--- src/rtl/fpu_seq_pkg.sv ---
// fpu_seq_pkg: shared state encoding, packet framing constants and error codes
// for the FPU command sequencer.
package fpu_seq_pkg;

    typedef enum logic [2:0] {
        IDLE,
        COLLECT,
        ISSUE,
        WAIT,
        ECHO
    } state_t;

    localparam logic [3:0] SYNC_NIBBLE = 4'hA;
    localparam int         PKT_BYTES   = 5;

    localparam logic [3:0] OP_ADD  = 4'd0;
    localparam logic [3:0] OP_SUB  = 4'd1;
    localparam logic [3:0] OP_MUL  = 4'd2;
    localparam logic [3:0] OP_DIV  = 4'd3;
    localparam logic [3:0] OP_SQRT = 4'd4;
    localparam logic [3:0] OP_CMP  = 4'd5;

    localparam logic [1:0] ERR_NONE    = 2'b00;
    localparam logic [1:0] ERR_SYNC    = 2'b01;
    localparam logic [1:0] ERR_TIMEOUT = 2'b10;
    localparam logic [1:0] ERR_OVERRUN = 2'b11;

endpackage

--- src/rtl/fpu_seq_watchdog.sv ---
// fpu_seq_watchdog: restartable cycle counter that flags expiry after
// TIMEOUT_CYCLES enabled cycles without a restart.
module fpu_seq_watchdog
    import fpu_seq_pkg::*;
#(
    parameter int TIMEOUT_CYCLES = 1024
) (
    input  logic clk,
    input  logic rst_l,
    input  logic restart,
    input  logic enable,
    output logic expired
);
    localparam logic [15:0] LIMIT = 16'(TIMEOUT_CYCLES - 1);

    logic [15:0] cnt;

    // A restart in the same cycle always beats expiry, so a byte arriving
    // exactly at the limit is still accepted.
    assign expired = enable && !restart && cnt == LIMIT;

    always_ff @(posedge clk or negedge rst_l) begin
        if (!rst_l)
            cnt <= '0;
        else if (restart)
            cnt <= '0;
        else if (enable && cnt != LIMIT)
            cnt <= cnt + 16'd1;
    end

endmodule

--- src/rtl/fpu_cmd_sequencer.sv ---
// fpu_cmd_sequencer: turns 5-byte UART command packets into half-precision FPU
// issues and captures the result; define FPU_SEQ_ECHO_EN to echo results on tx_*.
module fpu_cmd_sequencer
    import fpu_seq_pkg::*;
#(
    parameter int TIMEOUT_CYCLES = 1024
) (
    input  logic        clk,
    input  logic        rst_l,
    input  logic        rx_valid_i,
    input  logic [7:0]  rx_byte_i,
    output logic        fpu_start_o,
    output logic [3:0]  fpu_op_o,
    output logic [15:0] fpu_a_o,
    output logic [15:0] fpu_b_o,
    input  logic        fpu_done_i,
    input  logic [15:0] fpu_result_i,
    output logic [15:0] result_o,
    output logic        result_valid_o,
    output logic        busy_o,
    output logic        err_o,
    output logic [1:0]  err_code_o,
    output logic        tx_valid_o,
    output logic [7:0]  tx_byte_o,
    input  logic        tx_ready_i
);
    state_t     state;
    logic [2:0] idx;
    logic       sync_ok;
    logic       wd_restart;
    logic       wd_enable;
    logic       wd_expired;

    assign sync_ok    = rx_byte_i[7:4] == SYNC_NIBBLE;
    assign busy_o     = state != IDLE;
    assign wd_enable  = state == COLLECT || state == WAIT;
    assign wd_restart = (rx_valid_i && (state == IDLE ? sync_ok : state == COLLECT)) || state == ISSUE;

    fpu_seq_watchdog #(
        .TIMEOUT_CYCLES(TIMEOUT_CYCLES)
    ) u_watchdog (
        .clk    (clk),
        .rst_l  (rst_l),
        .restart(wd_restart),
        .enable (wd_enable),
        .expired(wd_expired)
    );

`ifdef FPU_SEQ_ECHO_EN
    logic echo_lo;
`else
    logic unused_tx_ready;
    assign unused_tx_ready = tx_ready_i;
    assign tx_valid_o      = 1'b0;
    assign tx_byte_o       = 8'h00;
`endif

    always_ff @(posedge clk or negedge rst_l) begin
        if (!rst_l) begin
            state          <= IDLE;
            idx            <= '0;
            fpu_start_o    <= 1'b0;
            fpu_op_o       <= '0;
            fpu_a_o        <= '0;
            fpu_b_o        <= '0;
            result_o       <= '0;
            result_valid_o <= 1'b0;
            err_o          <= 1'b0;
            err_code_o     <= ERR_NONE;
`ifdef FPU_SEQ_ECHO_EN
            echo_lo        <= 1'b0;
            tx_valid_o     <= 1'b0;
            tx_byte_o      <= '0;
`endif
        end else begin
            fpu_start_o    <= 1'b0;
            result_valid_o <= 1'b0;
            err_o          <= 1'b0;
            err_code_o     <= ERR_NONE;
            // Bytes arriving while a packet is in flight are dropped, not queued.
            if (rx_valid_i && state != IDLE && state != COLLECT) begin
                err_o      <= 1'b1;
                err_code_o <= ERR_OVERRUN;
            end
            case (state)
                IDLE: begin
                    if (rx_valid_i) begin
                        if (sync_ok) begin
                            fpu_op_o <= rx_byte_i[3:0];
                            idx      <= 3'd1;
                            state    <= COLLECT;
                        end else begin
                            err_o      <= 1'b1;
                            err_code_o <= ERR_SYNC;
                        end
                    end
                end
                COLLECT: begin
                    if (rx_valid_i) begin
                        fpu_a_o <= idx == 3'd1 ? {rx_byte_i, fpu_a_o[7:0]} :
                                   idx == 3'd2 ? {fpu_a_o[15:8], rx_byte_i} : fpu_a_o;
                        fpu_b_o <= idx == 3'd3 ? {rx_byte_i, fpu_b_o[7:0]} :
                                   idx == 3'd4 ? {fpu_b_o[15:8], rx_byte_i} : fpu_b_o;
                        if (idx == 3'(PKT_BYTES - 1)) begin
                            idx         <= '0;
                            fpu_start_o <= 1'b1;
                            state       <= ISSUE;
                        end else begin
                            idx <= idx + 3'd1;
                        end
                    end else if (wd_expired) begin
                        err_o      <= 1'b1;
                        err_code_o <= ERR_TIMEOUT;
                        idx        <= '0;
                        state      <= IDLE;
                    end
                end
                ISSUE: state <= WAIT;
                WAIT: begin
                    if (fpu_done_i) begin
                        result_o       <= fpu_result_i;
                        result_valid_o <= 1'b1;
`ifdef FPU_SEQ_ECHO_EN
                        tx_valid_o     <= 1'b1;
                        tx_byte_o      <= fpu_result_i[15:8];
                        echo_lo        <= 1'b0;
                        state          <= ECHO;
`else
                        state          <= IDLE;
`endif
                    end else if (wd_expired) begin
                        err_o      <= 1'b1;
                        err_code_o <= ERR_TIMEOUT;
                        state      <= IDLE;
                    end
                end
`ifdef FPU_SEQ_ECHO_EN
                ECHO: begin
                    if (tx_valid_o && tx_ready_i) begin
                        if (echo_lo) begin
                            tx_valid_o <= 1'b0;
                            tx_byte_o  <= '0;
                            state      <= IDLE;
                        end else begin
                            tx_byte_o <= result_o[7:0];
                            echo_lo   <= 1'b1;
                        end
                    end
                end
`endif
                default: state <= IDLE;
            endcase
        end
    end

endmodule

--- config.mk ---
export PLATFORM = sky130hd
export DESIGN_NAME = fpu_cmd_sequencer
export DESIGN_NICKNAME = d
export VERILOG_FILES = /design/src/rtl/fpu_seq_pkg.sv /design/src/rtl/fpu_seq_watchdog.sv /design/src/rtl/fpu_cmd_sequencer.sv
export SDC_FILE = /design/constraint.sdc
export NUM_CORES = 1
export LEC_CHECK = 0
export ABC_AREA = 1
export ABC_CLOCK_PERIOD_IN_PS = 1830
export BUFFER_PORTS_ARGS = -buffer_cell sky130_fd_sc_hd__buf_2
export CORE_MARGIN = 2
export CORE_UTILIZATION = 31
export CTS_CLUSTER_DIAMETER = 200
export DETAILED_ROUTE_END_ITERATION = 10
export PLACE_DENSITY = 0.62
export REMOVE_ABC_BUFFERS = 1
export SKIP_LAST_GASP = 1
export SLEW_MARGIN = 10
export SYNTH_ARGS = -nofsm -noshare
export SYNTH_HDL_FRONTEND = slang
export SYNTH_SLANG_ARGS = --single-unit
--- constraint.sdc ---
create_clock -name clk -period 1.83 [get_ports clk]
set_input_delay 0.2745 -clock clk [delete_from_list [all_inputs] [get_ports clk]]
set_output_delay 0.2745 -clock clk [all_outputs]
set_load 0.005 [all_outputs]
==> impl_metrics.env <==
export IMPL_powerDensity_nw_per_um2=1130
export IMPL_ys_ff_latch=79
export IMPL_ant_nets=0
export IMPL_startpoint_type="register"
export IMPL_syn_to_final_growth_pct=25.1
export IMPL_drc=4
export IMPL_drive_gt1_share_pct=25.0
export IMPL_cts_buffers=9
export IMPL_period_share_pct=90.9
export IMPL_worst_endpoint_arrival_ns=1.90
export IMPL_rsz0062_at_grt="no"
export IMPL_yosysSeqAreaShare_pct=53.7
export IMPL_end_kind="register"
export IMPL_dieArea_um2=12800
export IMPL_hold_path_class="input port to register"
export IMPL_power_leakage_nw=2.45
export IMPL_hpwl_mm=6.51
export IMPL_cts_buffer_depth=2
export IMPL_finalSetupTns_ns=0
export IMPL_fp_dieH_um=113
export IMPL_setup_ws_ns=0.166
export IMPL_drt_iter0_markers=186
export IMPL_syn_cell_area_um2=3680
export IMPL_gp_congestion=0.880
export IMPL_grt_overflow_total=0
export IMPL_cts_setup_buffers=0
export IMPL_rows=39
export IMPL_grtUsageMet2_pct=24.2
export IMPL_diodes=0
export IMPL_pwr_share_seq_pct=46.1
export IMPL_grt_busiest_layer="met2"
export IMPL_routed_via_density=4.56
export IMPL_fin_hold_ws_ns=0.132
export IMPL_p_sw_share_pct=30.3
export IMPL_slew_limit_headroom_pct=63.1
export IMPL_yosysWarnings=0
export IMPL_p_switching_mw=1.58
export IMPL_yosysUniqueCellTypes=28
export IMPL_min_period_ns=1.66
export IMPL_design_portCount=96
export IMPL_violations="design-rule violations"
export IMPL_cts_sinks=79
export IMPL_pwr_share_clk_pct=31.9
export IMPL_grtUsageMet1_pct=18.8
export IMPL_path_max_fanout=12
export IMPL_worst_pin_slew_ns=0.552
export IMPL_netlist_instances=438
export IMPL_grt_pass1_vias=3143
export IMPL_grt_max_degree=34
export IMPL_via_count=3125
export IMPL_grt_total_usage_pct=14.7
export IMPL_fin_nets=574
export IMPL_cts_max_level=3
export IMPL_syn_area_per_cell_um2=8.40
export IMPL_clk_latency_ns=0.34
export IMPL_finalSetupViolCount=0
export IMPL_place_ws_ns=0.122
export IMPL_cts_root_buf="clkbuf_16"
export IMPL_wirelength_mm=8.76
export IMPL_path_class="register to register"
export IMPL_utilization_pct=40.0
export IMPL_p_comb_share_pct=22.0
export IMPL_use_met3_pct=4.28
export IMPL_drv_slew=0
export IMPL_p_int_mw=3.64
export IMPL_clk_pin_slew_ns=0.06
export IMPL_drt_first_pass_iters=8
export IMPL_clock_skew_final_ns=0.00809
export IMPL_hold_viol=0
export IMPL_grt_pass1_wl_mm=14.9
export IMPL_die_x_um=113
export IMPL_wl_per_cell_um=12.8
export IMPL_outcome="finished, violations left"
export IMPL_antenna_found_initial=0
export IMPL_core_area_um2=11500
export IMPL_peakVddDrop_uv=408
export IMPL_max_freq_mhz=601
export IMPL_drv_cap=0
export IMPL_initial_utilization_pct=32.0
export IMPL_io_buffers=85
export IMPL_cts_tree="yes"
export IMPL_required_ns=2.06
[layout make-up]
type                            instances  area (um^2)
Sequential cell                        79         1980
Clock inverter                          5         35.0
Timing Repair Buffer                   98          541
Inverter                               46          173
Fill cell                            1173         6910
Multi-Input combinational cell        305         1460
Clock buffer                           10          239
Tap cell                              143          179
[cell usage in the layout, fill, tap and decap left out, types with 2 or more instances in the layout]
cell type  instances
a21oi_1           17
buf_2             84
buf_4             12
clkbuf_16          9
clkinv_2           2
clkinv_4           2
conb_1            10
dfrtp_1           79
ha_1               6
inv_1             39
inv_2              7
nand2_1          133
nand2_2            5
nand3_1           32
nand4_1            6
nor2_1            32
nor2_2             4
nor2_4             4
nor3_1             7
o211ai_1           2
o21ai_0           16
o21ai_1           17
xor2_1             7
[layer usage]
layer  part of all wire (%)  routed length [um]  up-vias
met5                      0                   0        -
met3                    4.4                 385       10
met1                     45                3950     1467
li1                       -                   -     1573
met2                     49                4320       75
met4                    1.1                  95        0
[timing repair]
item,in CTS,in global routing
setup endpoints to repair,0,3
gates resized for setup,0,1
hold endpoints to repair,25,0
hold buffers,1,0
[cell usage after synthesis, drive strengths merged]
| master | instances | share of area (%) |
|---|---|---|
| nand2 | 138 | 14 |
| dfrtp | 79 | 54 |
| inv | 46 | 4.7 |
| nor2 | 41 | 5.7 |
| nand3 | 33 | 4.6 |
| o21ai | 33 | 4.5 |
| a21oi | 18 | 2.5 |
| buf | 15 | 2.7 |
| nor3 | 7 | 0.95 |
| xor2 | 7 | 1.7 |
| ha | 6 | 2.0 |
| nand4 | 6 | 1.0 |
| clkbuf | 2 | 0.20 |
| o211ai | 2 | 0.41 |
| a31oi | 1 | 0.17 |
| conb | 1 | 0.10 |
| nand3b | 1 | 0.20 |
| or2 | 1 | 0.17 |
| xnor2 | 1 | 0.24 |
[stage by stage]
stage / cells / power (mW) / area (um^2)
global placement: 670 / 3.56 / 4320
floorplan: 430 / 2.97 / 3610
detailed placement: 670 / 3.61 / 4320
global route: 686 / 5.58 / 4600
finish: 686 / 5.22 / 4600
CTS: 686 / 5.31 / 4600
[worst max-delay path, cell delays in order, from the launching register on]
cell,delay (ns)
dfrtp_1,0.39
ha_1,0.18
nand3_1,0.08
inv_1,0.11
nand2_2,0.10
nor2_4,0.20
nor2_8,0.08
nor2_4,0.14
inv_2,0.13
nand3_1,0.10
nand2_1,0.05
[power groups by stage]
| stage | logic [mW] | clock network (mW) | registers [mW] |
|---|---|---|---|
| finish | 1.15 | 1.66 | 2.41 |
| detailed placement | 1.18 | 0 | 2.43 |
| floorplan | 0.520 | 0 | 2.45 |
| CTS | 1.18 | 1.72 | 2.41 |
| global route | 1.32 | 1.79 | 2.46 |
| global placement | 1.14 | 0 | 2.42 |
[flip-flops by register name (all words and copies together), names as in the netlist]
signal and cells:
u_watchdog.cnt 16, err_o 1, fpu_start_o 1, err_code_o 2, result_o 16, result_valid_o 1, state 3, fpu_a_o 16
fpu_b_o 16, idx 3, fpu_op_o 4
[logic make-up (layout without fill, tap and decap cells)]
kind of cell               count (synthesis)  count (layout)  share of synthesized area [%]
xor gates and xnor gates                   8               8                           1.90
AOI/OAI and AO/OA                         54              54                           7.61
adders and majority gates                  6               6                           2.04
buffers and inverters                     63             159                           7.61
DFF                                       79              79                           53.7
and+or+nand+nor                          227             227                           27.0
other                                      1              10                          0.102
[path summary, 6_finish.rpt]
kind,from,end,slack [ns],depth (start not counted)
min in group asynchronous,rst_l,fpu_a_o[12],0.42,2
min,fpu_result_i[5],result_o[5],0.13,3
max,u_watchdog.cnt[0],u_watchdog.cnt[14],0.17,10
max reg2reg,u_watchdog.cnt[0],u_watchdog.cnt[14],0.17,10
max in group asynchronous,rst_l,result_o[12],0.82,3
min reg2reg,result_o[7],result_o[7],0.47,2
No activity file was read; power rests on OpenSTA's default activity.
